===== src/rtl/multicycle_controller.sv =====
// Multicycle RV32I sequencing FSM: drives shared ALU, unified memory port and
// register-file strobes, trapping on illegal opcodes or memory timeouts.
module multicycle_controller #(
  parameter int unsigned TIMEOUT_CYCLES = 0
) (
  input  logic       clk,
  input  logic       rst,
  input  logic [6:0] opcode,
  input  logic       branch_taken,
  input  logic       mem_ready,
  output logic       mem_req,
  output logic       mem_write,
  output logic       adr_src,
  output logic       ir_write,
  output logic       pc_write,
  output logic       reg_write,
  output logic [1:0] alu_src_a,
  output logic [1:0] alu_src_b,
  output logic [1:0] result_src,
  output logic [2:0] imm_src,
  output logic [1:0] alu_op,
  output logic       instr_retired,
  output logic       trap,
  output logic [1:0] trap_cause,
  output logic [3:0] state
);

  typedef enum logic [3:0] {
    S_IDLE      = 4'd0,
    S_FETCH     = 4'd1,
    S_DECODE    = 4'd2,
    S_MEMADR    = 4'd3,
    S_MEMREAD   = 4'd4,
    S_MEMWB     = 4'd5,
    S_MEMWRITE  = 4'd6,
    S_EXEC_R    = 4'd7,
    S_EXEC_I    = 4'd8,
    S_ALUWB     = 4'd9,
    S_BRANCH    = 4'd10,
    S_JAL       = 4'd11,
    S_JALR      = 4'd12,
    S_JALR_LINK = 4'd13,
    S_UPPER     = 4'd14,
    S_TRAP      = 4'd15
  } state_t;

  localparam logic [6:0] OP_LOAD   = 7'b0000011;
  localparam logic [6:0] OP_STORE  = 7'b0100011;
  localparam logic [6:0] OP_R      = 7'b0110011;
  localparam logic [6:0] OP_I      = 7'b0010011;
  localparam logic [6:0] OP_BRANCH = 7'b1100011;
  localparam logic [6:0] OP_JAL    = 7'b1101111;
  localparam logic [6:0] OP_JALR   = 7'b1100111;
  localparam logic [6:0] OP_LUI    = 7'b0110111;
  localparam logic [6:0] OP_AUIPC  = 7'b0010111;

  localparam int unsigned CW = (TIMEOUT_CYCLES > 1) ? $clog2(TIMEOUT_CYCLES + 1) : 1;
  localparam logic [CW:0] TO_LIMIT = (CW+1)'(TIMEOUT_CYCLES);

  state_t        state_q, state_d;
  logic          trap_q, trap_d;
  logic [1:0]    trap_cause_q, trap_cause_d;
  logic [CW-1:0] wait_cnt_q, wait_cnt_d;
  logic [CW:0]   wait_inc;
  logic          mem_wait;
  logic          timeout_hit;

  always_ff @(posedge clk or posedge rst) begin
    if (rst) begin
      state_q      <= S_IDLE;
      trap_q       <= 1'b0;
      trap_cause_q <= 2'b00;
      wait_cnt_q   <= '0;
    end else begin
      state_q      <= state_d;
      trap_q       <= trap_d;
      trap_cause_q <= trap_cause_d;
      wait_cnt_q   <= wait_cnt_d;
    end
  end

  always_comb begin
    imm_src = 3'b000;
    case (opcode)
      OP_STORE:        imm_src = 3'b001;
      OP_BRANCH:       imm_src = 3'b010;
      OP_JAL:          imm_src = 3'b011;
      OP_LUI, OP_AUIPC: imm_src = 3'b100;
      default:         imm_src = 3'b000;
    endcase
  end

  always_comb begin
    state_d       = state_q;
    trap_d        = trap_q;
    trap_cause_d  = trap_cause_q;
    mem_req       = 1'b0;
    mem_write     = 1'b0;
    adr_src       = 1'b0;
    ir_write      = 1'b0;
    pc_write      = 1'b0;
    reg_write     = 1'b0;
    alu_src_a     = 2'b00;
    alu_src_b     = 2'b00;
    result_src    = 2'b00;
    alu_op        = 2'b00;
    instr_retired = 1'b0;

    case (state_q)
      S_IDLE: state_d = S_FETCH;
      S_FETCH: begin
        mem_req    = 1'b1;
        alu_src_b  = 2'b10;
        result_src = 2'b10;
        if (mem_ready) begin
          ir_write = 1'b1;
          pc_write = 1'b1;
          state_d  = S_DECODE;
        end
      end
      S_DECODE: begin
        alu_src_a = 2'b01;
        alu_src_b = 2'b01;
        case (opcode)
          OP_LOAD, OP_STORE: state_d = S_MEMADR;
          OP_R:              state_d = S_EXEC_R;
          OP_I:              state_d = S_EXEC_I;
          OP_BRANCH:         state_d = S_BRANCH;
          OP_JAL:            state_d = S_JAL;
          OP_JALR:           state_d = S_JALR;
          OP_LUI, OP_AUIPC:  state_d = S_UPPER;
          default: begin
            state_d      = S_TRAP;
            trap_d       = 1'b1;
            trap_cause_d = 2'b01;
          end
        endcase
      end
      S_MEMADR: begin
        alu_src_a = 2'b10;
        alu_src_b = 2'b01;
        state_d   = (opcode == OP_LOAD) ? S_MEMREAD : S_MEMWRITE;
      end
      S_MEMREAD: begin
        mem_req = 1'b1;
        adr_src = 1'b1;
        if (mem_ready) state_d = S_MEMWB;
      end
      S_MEMWB: begin
        result_src    = 2'b01;
        reg_write     = 1'b1;
        instr_retired = 1'b1;
        state_d       = S_FETCH;
      end
      S_MEMWRITE: begin
        mem_req   = 1'b1;
        mem_write = 1'b1;
        adr_src   = 1'b1;
        if (mem_ready) begin
          instr_retired = 1'b1;
          state_d       = S_FETCH;
        end
      end
      S_EXEC_R: begin
        alu_src_a = 2'b10;
        alu_op    = 2'b10;
        state_d   = S_ALUWB;
      end
      S_EXEC_I: begin
        alu_src_a = 2'b10;
        alu_src_b = 2'b01;
        alu_op    = 2'b10;
        state_d   = S_ALUWB;
      end
      S_ALUWB: begin
        reg_write     = 1'b1;
        instr_retired = 1'b1;
        state_d       = S_FETCH;
      end
      S_BRANCH: begin
        alu_src_a     = 2'b10;
        alu_op        = 2'b01;
        pc_write      = branch_taken;
        instr_retired = 1'b1;
        state_d       = S_FETCH;
      end
      S_JAL: begin
        alu_src_a = 2'b01;
        alu_src_b = 2'b10;
        pc_write  = 1'b1;
        state_d   = S_ALUWB;
      end
      S_JALR: begin
        alu_src_a  = 2'b10;
        alu_src_b  = 2'b01;
        result_src = 2'b10;
        pc_write   = 1'b1;
        state_d    = S_JALR_LINK;
      end
      S_JALR_LINK: begin
        alu_src_a     = 2'b01;
        alu_src_b     = 2'b10;
        result_src    = 2'b10;
        reg_write     = 1'b1;
        instr_retired = 1'b1;
        state_d       = S_FETCH;
      end
      S_UPPER: begin
        alu_src_a     = (opcode == OP_LUI) ? 2'b11 : 2'b01;
        alu_src_b     = 2'b01;
        result_src    = 2'b10;
        reg_write     = 1'b1;
        instr_retired = 1'b1;
        state_d       = S_FETCH;
      end
      S_TRAP: state_d = S_TRAP;
      default: state_d = S_TRAP;
    endcase

    // Timeout fires on the wait cycle that brings the count to the limit;
    // any state change (including the trap itself) clears the counter.
    mem_wait    = mem_req && !mem_ready;
    wait_inc    = {1'b0, wait_cnt_q} + (CW+1)'(1);
    timeout_hit = (TIMEOUT_CYCLES != 0) && mem_wait && (wait_inc == TO_LIMIT);
    if (timeout_hit) begin
      state_d      = S_TRAP;
      trap_d       = 1'b1;
      trap_cause_d = 2'b10;
    end
    wait_cnt_d = (mem_wait && (TIMEOUT_CYCLES != 0) && (state_d == state_q)) ? wait_inc[CW-1:0] : '0;
  end

  assign trap       = trap_q;
  assign trap_cause = trap_cause_q;
  assign state      = state_q;

endmodule


===== config.mk =====
export PLATFORM = sky130hd
export DESIGN_NAME = multicycle_controller
export DESIGN_NICKNAME = d
export VERILOG_FILES = /design/src/rtl/multicycle_controller.sv
export SDC_FILE = /design/constraint.sdc
export NUM_CORES = 1
export LEC_CHECK = 0
export ABC_AREA = 1
export CORE_MARGIN = 4
export CORE_UTILIZATION = 42
export CTS_CLUSTER_DIAMETER = 30
export CTS_CLUSTER_SIZE = 14
export DETAILED_ROUTE_END_ITERATION = 10
export MAX_ROUTING_LAYER = met4
export PLACE_DENSITY_LB_ADDON = 0.1
export SYNTH_ARGS = -nofsm -noshare
export SYNTH_HDL_FRONTEND = slang
export SYNTH_SLANG_ARGS = --single-unit

===== constraint.sdc =====
create_clock -name clk -period 2.27 [get_ports clk]
set_input_delay 0.454 -clock clk [delete_from_list [all_inputs] [get_ports clk]]
set_output_delay 0.454 -clock clk [all_outputs]
set_load 0.005 [all_outputs]

# After elaboration in Yosys (flattened, before gate mapping)
# Cells that the tools add are included.
[classes]
div_mod_pow = 0
muxes = 20
order_cmp = 0
bitwise_logic = 1
shifts = 0
n_eq_ne = 27
n_mul = 0
n_reduce_logical = 19
n_addsub = 0
[op_table]
columns = ["cell", "n"]
rows = [
  ["$pmux W4 S9", 1],
  ["$eq A4 B4 Y1 const B", 8],
  ["$pmux W4 S7", 1],
  ["$eq A7 B6 Y1 const B", 3],
  ["$eq A7 B7 Y1 const B", 3],
  ["$eq A4 B3 Y1 const B", 4],
  ["$reduce_or A5 Y1", 3],
  ["$eq A7 B5 Y1 const B", 2],
  ["$mux W4", 3],
  ["$pmux W2 S2", 3],
  ["$pmux W3 S4", 1],
  ["$reduce_or A3 Y1", 4],
  ["$reduce_or A2 Y1", 5],
  ["$reduce_or A9 Y1", 1],
  ["$eq A4 B2 Y1 const B", 2],
  ["$reduce_or A4 Y1", 2],
  ["$eq A7 B2 Y1 const B", 1],
  ["$mux W1", 6],
  ["$ne A2 B2 Y1 const B", 3],
  ["$pmux W2 S3", 1],
  ["$reduce_or A6 Y1", 1],
  ["$eq A4 B1 Y1 const B", 1],
  ["$logic_not A4 Y1", 1],
  ["$mux W2", 2],
  ["other kinds (5)", 5],
]
[word_totals]
ff_bits = 5
mem_bits_ro = 0
wordCells = 69
input_bits = 11
mem_count = 0
output_inout_bits = 25
latchBits = 0
mem_bits_rw = 0

# Depth between registers and ports, before layout
[depth]
word_depth = 4
mapped_depth = 9
mapped_depth_nobuf = 9

# Worst setup path after synthesis
# No wires, ideal clock.
[synth_timing]
path_type = "register to output"
start = "register state_q[1], in the netlist state[1]"
end = "output instr_retired"
slack_ns = 0.714
required_ns = 1.816
path_stages_with_launch = 8
t_arrival_ns = 1.102
path_cell_list = "dfrtp_1 -> inv_2 -> nor2_1 -> inv_2 -> nor2_2 -> nor2_2 -> nand2_1 -> a211o_1"
[synth_between]
elab_chain_len = 3
elab_cells_between_ends = 8
cone_classes = "6 x eq/ne; 1 x mux; 1 x reduce/logical"
[synth_rtl]
columns = ["element", "line", "rtl"]
rows = [
  ["start: declaration", "60", "state_t state_q, state_d;"],
  ["start signal: assignment", "75", "state_q <= state_d;"],
  ["$eq A4 B4 Y1 or $eq A4 B3 Y1 (tied branches)", "109", "case (state_q)"],
  ["$reduce_or A5 Y1 (no line)", "--", ""],
  ["$pmux W1 S2 *", "109", ""],
  ["end: declaration", "22", "output logic instr_retired,"],
]
# Mark *: on every way between the ends. The rest lies on a longest branch, timed or not.

# Worst setup path after layout
[layout_timing]
start = "register state_q[2], in the netlist state[2]"
end = "output alu_op[1]"
[layout_between]
elab_chain_len = 3
elab_cells_between_ends = 5
cone_classes = "3 x eq/ne; 1 x mux; 1 x reduce/logical"
[layout_rtl]
columns = ["element", "line", "rtl"]
rows = [
  ["$eq A4 B4 Y1 or $eq A4 B3 Y1 (tied branches)", "109", ""],
  ["$reduce_or A2 Y1 (no line)", "--", ""],
  ["$pmux W2 S2 *", "109", ""],
  ["end: declaration", "21", "output logic [1:0] alu_op,"],
]
# Marked as above.

==> impl_metrics.toml <==
[run_status]
status = "complete, no violations"

[placed_design]
place_congestion = 0.877
io_buffers = 34
dp_hpwl_um = 1640
place_ws_ns = -0.247
place_area_um2 = 1130

[sta]
hold_viol_final = 0
finalClockSkew_ns = 0.00154
slew_violations = 0
min_period_over_period = 0.979
period_needed_ns = 2.22
setup_viol_count_final = 0
rsz0062_at_grt = "yes"
fin_ws_ns = 0.0472
clock.fmax_ghz = 0.450

[cts]
clock_path_buffers = 2
clk_latency_ns = 0.23
cts_tree = "built"
htree_num_levels = 1
numCtsBuffers = 3
clkTransAtPathRegs_ns = 0.04
hold_buffers = 0
cts_sinks = 5
cts_root_buf = "clkbuf_4"

[grt]
gr-total-overflow = 0
track_usage = 0.159
grt_start_max_net_pins = 8
grt_pass1_wl_um = 3150
antenna_found_initial = 0
first_global_vias = 765

[drt]
drc = 0
drt_iter0_markers = 18
wl_um = 2130
avgRoutedWirePerCell_um = 10.8
ant_nets = 0
vias = 953
dr.pass1.iters = 4
vias_per_cell = 4.84

[floorplanning]
initial_utilization = 0.450
fp.dieArea_um2 = 2360
rows = 14
die_w_um = 48.6
fp.coreArea_um2 = 1540
die_height_um = 48.6
ios = 36

[cells_and_area]
area_growth_syn_to_layout_pct = 80.3
finalInstanceArea_um2 = 1250
fill_cells = 121
antenna_cells = 0
nets = 193
drive_above_1_share = 0.304

[worst_setup_path]
worst-setup-path-type = "reg2out"
path_max_fanout = 7
startpoint_type = "register"
worst-path-buf-inv = 4
cp_slowest_cell = "clkdlybuf4s50_1"
cp-end-kind = "output port"
cp.arrival_ns = 1.77
path_cells = "buf_4 > inv_2 > nor2_2 > inv_1 > o21ai_2 > clkdlybuf4s50_1"
critPathTopFamily = "buffers and inverters"
slowest_delay_ns = 0.52
cp.required_ns = 1.82

[power]
p_total_uw = 1220
ir_drop_uv = 881
power_per_cell_area_nw_per_um2 = 975
leakage_uw = 0.000734

[min_path]
hold_path.class = "in2async"

[synth]
yosysTopAreaCell = "nand2_1"
yosysWarnings = 0
syn-cell-area_um2 = 693
yosysTopAreaCellShare = 0.200
postSynthAreaPerCell_um2 = 5.46
synth_area_leaders = "nand2_1 20%, dfrtp_1 18%, inv_1 11%"
syn_nets = 138
synth_cells = 127
synth_cell_types = 22
ys_seq_elements = 5
synth-seq-area-share = 0.181

[job]
drv_cap = 0
-- worst paths after layout --
kind	cells after the start	slack, ns	to	from
max	6	0.05	alu_op[1]	state[2]$_DFFE_PP0P_
min	2	0.41	trap_cause[0]$_DFFE_PP0P_	rst
min in group clk	2	0.49	trap_cause[0]$_DFFE_PP0P_	trap_cause[0]$_DFFE_PP0P_
min reg2reg	2	0.49	trap_cause[0]$_DFFE_PP0P_	trap_cause[0]$_DFFE_PP0P_
max in group asynchronous	2	1.68	state[1]$_DFFE_PP0P_	rst
max reg2reg	10	0.88	state[2]$_DFFE_PP0P_	state[1]$_DFFE_PP0P_
-- cells in the final DEF (no fill, tap or decap), types with 2 or more instances in the layout --
cell type and instances:
nand4_1 2, inv_2 6, inv_1 20, o21ai_0 2, nand2_2 3, dlymetal6s2s_1 4, clkdlybuf4s50_1 25, nor3_1 2
buf_4 17, nand2_1 37, nor2_4 2, nor2_1 11, clkbuf_4 3, nor2_2 13, o21ai_1 2, dlygate4sd2_1 4
dfrtp_2 4, a21oi_1 3, nand3_1 9
-- state kept, by name, summed over array words and instances, names as in the netlist --
| register | count |
|---|---|
| state | 4 |
| trap_cause | 1 |
-- timing repair --
action	4_1_cts	5_1_grt
pin swaps	2	2
gates resized for setup	12	15
setup endpoints to repair	6	7
setup buffers	2	4
-- logic make-up after synthesis --
| family | Yosys count | synth area share |
|---|---|---|
| other cells | 1 | 0.00541 |
| flops | 5 | 0.181 |
| buf+inv | 28 | 0.162 |
| simple gates | 82 | 0.552 |
| compound gates | 11 | 0.0993 |
-- power breakdown --
| part | switching, uW | total [uW] | internal (uW) |
|---|---|---|---|
| registers | 61.9 | 191 | 129 |
| clock network | 30.9 | 97.0 | 66.1 |
| logic | 447 | 931 | 484 |
-- through the flow --
step	instances	utilization	TNS, ns	hold WS [ns]
2_1_floorplan	127	-	0	0.233
3_3_place_gp	187	0.732	-0.396	0.475
3_5_place_dp	187	0.732	-0.505	0.485
4_1_cts	193	0.768	0	0.411
5_1_grt	197	0.811	-0.168	0.413
6_report	197	0.811	0	0.411
-- area by class of cell --
| type | instances | area, um^2 | share of cell area |
|---|---|---|---|
| Clock buffer | 4 | 26.3 | 0.0210 |
| Inverter | 26 | 97.6 | 0.0781 |
| Multi-Input combinational cell | 94 | 488 | 0.390 |
| Sequential cell | 5 | 130 | 0.104 |
| Tap cell | 16 | 20.0 | 0.0160 |
| Timing Repair Buffer | 52 | 488 | 0.390 |
-- cells in the mapped netlist --
library cell and number:
o21ai_2 1, nand4_2 1, nand3_1 9, o21ai_1 2
nand2_2 3, a211o_1 1, nor2_8 1, nand3b_1 1
buf_4 2, conb_1 1, nor2_1 18, a21oi_1 3
o31ai_1 1, inv_2 5, nor2_2 8, dfrtp_1 5
a21oi_2 1, inv_1 21, nand2_1 37, o21ai_0 2
nand4_1 2, nor3_1 2
-- metal layers --
metal / share of wire / up-vias / routed length [um] / track usage
met1: 0.42 / 428 / 899 / 0.215
met5: 0 / - / 0 / -
met3: 0.058 / 2 / 124 / 0.0153
li1: - / 495 / - / -
met2: 0.51 / 28 / 1080 / 0.261
met4: 0.011 / 0 / 23 / 0.0269
Note: power is estimated with default switching activity, not from simulation.
